**src/rtl/shift_pkg.sv**
```systemverilog
// Shared definitions for the barrel shifter and the shift-based sequential multiplier.
//  - SH_* : shifter op-codes driven on sh_op
//  - state_e : control states of shift_mul_seq
package shift_pkg;

  localparam logic [1:0] SH_SHL = 2'b00;
  localparam logic [1:0] SH_SHR = 2'b01;
  localparam logic [1:0] SH_ASR = 2'b10;
  localparam logic [1:0] SH_ROR = 2'b11;

  typedef enum logic [1:0] {
    IDLE = 2'b00,
    RUN  = 2'b01,
    DONE = 2'b10
  } state_e;

endpackage

```
**src/rtl/shift_mul_lzc.sv**
```systemverilog
// 32-bit leading-zero counter (combinational).
//  i_data  : value to examine
//  o_count : number of leading zeros, 0..32 (32 means i_data == 0)
module shift_mul_lzc (
  input  logic [31:0] i_data,
  output logic [5:0]  o_count
);

  // Scan from LSB to MSB so the highest set bit is the last one to write.
  always_comb begin
    o_count = 6'd32;
    for (int i = 0; i < 32; i++) begin
      if (i_data[i]) o_count = 6'(31 - i);
    end
  end

endmodule

```
**src/rtl/shift_mul_seq.sv**
```systemverilog
// Iterative signed fixed-point multiplier built around an external 32-bit barrel shifter.
// One partial product per cycle over 32 cycles; ready/valid on both sides.
// Ports:
//  clk, rst_n            : clock, asynchronous active-low reset
//  in_valid/in_ready/a/b : operand handshake, signed Q(31-FRAC).FRAC operands
//  out_valid/out_ready   : result handshake
//  result, ovf           : signed product and overflow flag (qualified by out_valid)
//  sh_in/sh_op/sh_s      : request to the external shifter (zero outside RUN)
//  sh_res                : shifter output, combinational return in the same cycle
// Build option: define SHIFT_MUL_SAT_EN to saturate the result on overflow; otherwise the
// magnitude wraps modulo 2^32 before sign is applied.
module shift_mul_seq
  import shift_pkg::*;
#(
  parameter int unsigned FRAC = 16
) (
  input  logic        clk,
  input  logic        rst_n,
  input  logic        in_valid,
  output logic        in_ready,
  input  logic [31:0] a,
  input  logic [31:0] b,
  output logic        out_valid,
  input  logic        out_ready,
  output logic [31:0] result,
  output logic        ovf,
  output logic [31:0] sh_in,
  output logic [1:0]  sh_op,
  output logic [4:0]  sh_s,
  input  logic [31:0] sh_res
);

  localparam logic signed [6:0] FracS = 7'(FRAC);

  state_e      r_state, w_state_d;
  logic [31:0] r_mag_a;
  logic [31:0] r_mag_b;
  logic        r_sign;
  logic [5:0]  r_lzc;
  logic [32:0] r_acc;
  logic        r_ovf;
  logic [4:0]  r_i;

  logic [31:0]       w_abs_a;
  logic [31:0]       w_abs_b;
  logic [5:0]        w_lzc;
  logic signed [6:0] w_k;
  logic signed [6:0] w_neg_k;
  logic [32:0]       w_sum;
  logic              w_shl_loss;
  logic [31:0]       w_mag;

  // |0x80000000| wraps to 0x80000000, which is the correct unsigned magnitude.
  assign w_abs_a = a[31] ? (~a + 32'd1) : a;
  assign w_abs_b = b[31] ? (~b + 32'd1) : b;

  shift_mul_lzc u_lzc (
    .i_data  (w_abs_a),
    .o_count (w_lzc)
  );

  // Weight of the current multiplier bit relative to the binary point.
  assign w_k     = $signed({2'b00, r_i}) - FracS;
  assign w_neg_k = -w_k;
  assign w_sum   = r_acc + {1'b0, sh_res};
  // A left shift by more than the leading-zero count drops set bits of |a|.
  assign w_shl_loss = !w_k[6] && (w_k[5:0] > r_lzc);

  // State register
  always_ff @(posedge clk or negedge rst_n) begin
    if (!rst_n) r_state <= IDLE;
    else        r_state <= w_state_d;
  end

  // Next state and shifter drive
  always_comb begin
    w_state_d = r_state;
    sh_in     = 32'd0;
    sh_op     = SH_SHL;
    sh_s      = 5'd0;
    unique case (r_state)
      IDLE: if (in_valid) w_state_d = RUN;
      RUN: begin
        sh_in = r_mag_a;
        if (w_k[6]) begin
          sh_op = SH_SHR;
          sh_s  = w_neg_k[4:0];
        end else begin
          sh_op = SH_SHL;
          sh_s  = w_k[4:0];
        end
        if (r_i == 5'd31) w_state_d = DONE;
      end
      DONE: if (out_ready) w_state_d = IDLE;
      default: w_state_d = IDLE;
    endcase
  end

  // Datapath registers
  always_ff @(posedge clk or negedge rst_n) begin
    if (!rst_n) begin
      r_mag_a <= 32'd0;
      r_mag_b <= 32'd0;
      r_sign  <= 1'b0;
      r_lzc   <= 6'd0;
      r_acc   <= 33'd0;
      r_ovf   <= 1'b0;
      r_i     <= 5'd0;
    end else begin
      if (r_state == IDLE && in_valid) begin
        r_mag_a <= w_abs_a;
        r_mag_b <= w_abs_b;
        r_sign  <= a[31] ^ b[31];
        r_lzc   <= w_lzc;
        r_acc   <= 33'd0;
        r_ovf   <= 1'b0;
        r_i     <= 5'd0;
      end else if (r_state == RUN) begin
        if (r_mag_b[r_i]) begin
          r_acc <= w_sum;
          if (w_shl_loss || (w_sum[32:31] != 2'b00)) r_ovf <= 1'b1;
        end
        r_i <= r_i + 5'd1;
      end
    end
  end

  // Result magnitude selection
  always_comb begin
`ifdef SHIFT_MUL_SAT_EN
    if (r_ovf) w_mag = r_sign ? 32'h8000_0000 : 32'h7FFF_FFFF;
    else       w_mag = r_acc[31:0];
`else
    w_mag = r_acc[31:0];
`endif
  end

  // Negating a zero magnitude yields zero, so no negative zero can appear.
  assign in_ready  = (r_state == IDLE);
  assign out_valid = (r_state == DONE);
  assign result    = out_valid ? (r_sign ? (~w_mag + 32'd1) : w_mag) : 32'd0;
  assign ovf       = out_valid ? r_ovf : 1'b0;

endmodule

```
**config.mk**
```make
export PLATFORM = sky130hd
export DESIGN_NAME = shift_mul_seq
export DESIGN_NICKNAME = d
export VERILOG_FILES = /design/src/rtl/shift_pkg.sv /design/src/rtl/shift_mul_lzc.sv /design/src/rtl/shift_mul_seq.sv
export SDC_FILE = /design/constraint.sdc
export NUM_CORES = 1
export LEC_CHECK = 0
export ABC_AREA = 1
export CAP_MARGIN = 20
export CORE_MARGIN = 5
export CORE_UTILIZATION = 30
export DETAILED_ROUTE_END_ITERATION = 7
export MAX_ROUTING_LAYER = met4
export PLACE_DENSITY = 0.56
export SYNTH_ARGS = -nofsm -noshare
export SYNTH_HDL_FRONTEND = slang
export SYNTH_SLANG_ARGS = --single-unit
```
**constraint.sdc**
```tcl
create_clock -name clk -period 5.25 [get_ports clk]
set_input_delay 1.575 -clock clk [delete_from_list [all_inputs] [get_ports clk]]
set_output_delay 1.575 -clock clk [all_outputs]
set_load 0.05 [all_outputs]
```
==> metrics <==
power share of the combinational group 62.5%; cts hold-fix bufs 0; sequential fraction of design power 25.6%; final std cells w/o fill 1869; htree depth 3; drt pass-1 iters 5; Synth Area in Simple Gates 26.4%; Final Total Pwr 6240 uW; CTS Root Cell clkbuf_16; area of the multi-input gates 5290 um2; PnR worst setup slack 0.305 ns; die height 182 um; Initial Util 30.2%; Setup CP Type flip-flop to primary output; Cell Int Power 3010 uW; Hold EP r_mag_b[4]; Syn. warnings 0; CP Data Required Time 3.68 ns; adder-cell share of the synthesized area 6.41%; Layout fillers 3167; Peak VDD IR 425 uV; vias 8878; WP data arrival 3.37 ns; row count 63; # IOs 174; Top FF cell, synth dfrtp_1; cell count of the worst hold path 2; setup violators final 0; largest family of logic cells by synthesized area simple AND/OR/NAND/NOR gates; placed cells 1851; CTS buffer count 9; PortBufs 172; Post-DRT Antenna Nets 0; vias in the first global route 8739; Critical Path End Type primary output; Post-Place Setup Slack 0.158 ns; DP HPWL 20700 um; Final min period 4.95 ns; # clock sinks 112; synth top area cells dfrtp_1, nand2_1, o21ai_0; wire per inst 14.4 um; final hold violation count 0; Max FO, Critical Path 4; r2r worst-path depth 23; Max-Cap Viols 0; area of the die 33200 um2; Synth Area in Compound Gates 19.9%; residual DRC count 0; RD Place Congestion 0.864; Hold Crit Class flip-flop to flip-flop; status finished, final reports clean; share of the synthesized area in the top cell type 31.5%; post-CTS setup buffers 0; post-synthesis sequential area ratio 31.5%; ys async rst share 100%; sequential cell area 2800 um2; headroom to the max-slew limit 38.0%; Longest Clk Path Bufs 2; Iter 0 DRT Violations 488; hold_sp r_mag_b[4]; mux contribution to synthesized area 0%; worst reg2reg endpoint r_ovf; EDFF count, synth 0; initial antenna violation count 2; post-synthesis cell type count 49; layout cell share with drive strength beyond 1 4.67%; fmax 202 MHz; GRT overflow 0; Netlist Area Pre-Place 8900 um2; Switch Pwr 3230 uW; final slew viol count 0; fin crit share 94.2%; CORE AREA 29500 um2; Worst Skew 0.0118 ns; placed cell area 11100 um2; Detailed Route WL 26900 um; first-pass GRT wire length 44300 um; Reg clk slew, reported paths 0.08 ns; Lkg Pwr 0.00534 uW; #FFs+latches synth 112; clock network power share 11.9%; clock latency on the worst-skew pair 0.36 ns; largest net degree at the start of global routing 84; Horiz. Die Dim 182 um; post-synth net total 1466; via/cell ratio 4.75; Pwr Density 548 nW/um2; Sw Share 51.8%; cells after synthesis 1321; Worst setup SP type flip-flop; Total GRT Usage 16.5%; worst r2r src r_acc[0]; fin nets 1617; worst slew pin tran 0.928 ns; post-route cell area 11400 um2; leading area contributor after synthesis dfrtp_1; Mapped Avg Cell Area 6.74 um2; r2r setup slk 1.80 ns; area delta synth->final 27.9%; CTS tree done; xor-xnor portion of the synthesized cell area 6.38%
-- power groups by stage --
stage,Combinational [uW],Clock (uW),Sequential (uW)
2_1_floorplan,2840,0,1490
3_3_place_gp,3880,0,1600
3_5_place_dp,3910,0,1610
4_1_cts,3930,778,1590
5_1_grt,4380,799,1650
6_report,3900,743,1600
-- synth_stat cells (10+ instances only) --
master	instances
o211ai_1	10
nor3_1	43
nand3_1	35
ha_1	44
o31ai_1	11
xor2_1	37
o22ai_1	23
nand2_1	288
clkbuf_1	41
o21ai_0	162
inv_1	172
xnor2_1	26
a21oi_1	88
nor2_1	149
dfrtp_1	112
-- metal layers --
metal	up-vias	wire, um	GRT usage (%)
li1	4645	-	-
met2	193	12000	26.1
met1	4023	13300	22.7
met3	17	1140	2.19
met5	-	0	-
met4	0	363	3.87
-- cell usage in the layout, fill, tap and decap left out, types with 3 or more instances in the layout --
cell type | Yosys | layout
xor2_1 | 37 | 37
xnor2_1 | 26 | 26
clkdlybuf4s50_1 | 0 | 155
nand4_1 | 8 | 8
o21ai_1 | 3 | 3
nor4_1 | 6 | 6
o211ai_1 | 10 | 10
dlygate4sd2_1 | 0 | 4
buf_12 | 0 | 3
a31oi_1 | 5 | 5
ha_1 | 44 | 44
o41ai_1 | 3 | 3
nand2_1 | 288 | 287
nand3_1 | 35 | 35
inv_1 | 172 | 172
or2_2 | 3 | 3
o221ai_1 | 3 | 3
and3_1 | 3 | 3
nand2_2 | 4 | 5
buf_4 | 1 | 16
dlymetal6s2s_1 | 0 | 3
o22ai_1 | 23 | 23
clkbuf_16 | 0 | 9
o21a_1 | 4 | 4
o21ai_2 | 2 | 3
o31ai_1 | 11 | 11
nor3b_1 | 4 | 4
nor3_2 | 1 | 4
nor2_1 | 149 | 149
clkbuf_2 | 0 | 4
nor3_1 | 43 | 40
a21oi_1 | 88 | 87
inv_2 | 2 | 3
o21ai_0 | 162 | 161
dfrtp_1 | 112 | 112
a21o_1 | 4 | 4
-- worst max-delay path: stages (launching register included) --
cell and delay, ns:
dfrtp_1 0.40, inv_1 0.15, ha_1 0.19, inv_1 0.06, nor3_2 0.16, inv_1 0.08, nor3_1 0.20, inv_1 0.10
nor3_2 0.16, nand3_1 0.15, nor3_2 0.16, nand4_1 0.16, inv_1 0.13, a31oi_1 0.12, or2_2 0.35, a21oi_1 0.27
buf_12 0.18
-- stage by stage --
stage | hold slack (ns) | setup TNS (ns) | util [%]
after global placement | 0.463 | 0 | 37.5
after CTS | 0.492 | 0 | 38.6
after floorplan | 0.447 | 0 | -
final | 0.485 | 0 | 38.6
after global routing | 0.514 | -0.0147 | 38.6
after detailed placement | 0.470 | 0 | 37.5
-- registers in the layout, indices dropped and copies added, names as in the netlist --
register / flops
r_acc: 33
r_mag_a: 32
r_mag_b: 32
r_lzc: 6
r_i: 5
r_state: 2
r_ovf: 1
r_sign: 1
-- cells by family after synthesis --
family	after synthesis
fa+ha+maj	45
compound gates	323
buf+inv	221
other cells	1
simple gates	555
flops	112
xor+xnor	64
-- layout make-up --
cell class | instances | area share (%)
diodes | 2 | 0.0440
clock buffers | 9 | 1.98
clock inverters | 7 | 0.802
inverters | 176 | 5.80
multi-input cells | 988 | 46.4
flip-flops and latches | 112 | 24.6
well taps | 390 | 4.29
repair buffers | 185 | 16.0
-- worst max path at each step --
stage          depth (start not counted)         end      start
6_report                              16  result[30]   r_acc[1]
2_1_floorplan                         16  result[28]   r_acc[1]
5_1_grt                               14  result[17]   r_acc[2]
3_3_place_gp                          24       r_ovf  sh_res[0]
3_5_place_dp                          24       r_ovf  sh_res[0]
4_1_cts                               17  result[28]   r_acc[1]
-- what timing repair did --
item,4_1_cts,5_1_grt
cloned,0,0
setup endpoints to repair,9,15
resized for setup,10,15
(Power assumes the default switching activity.)
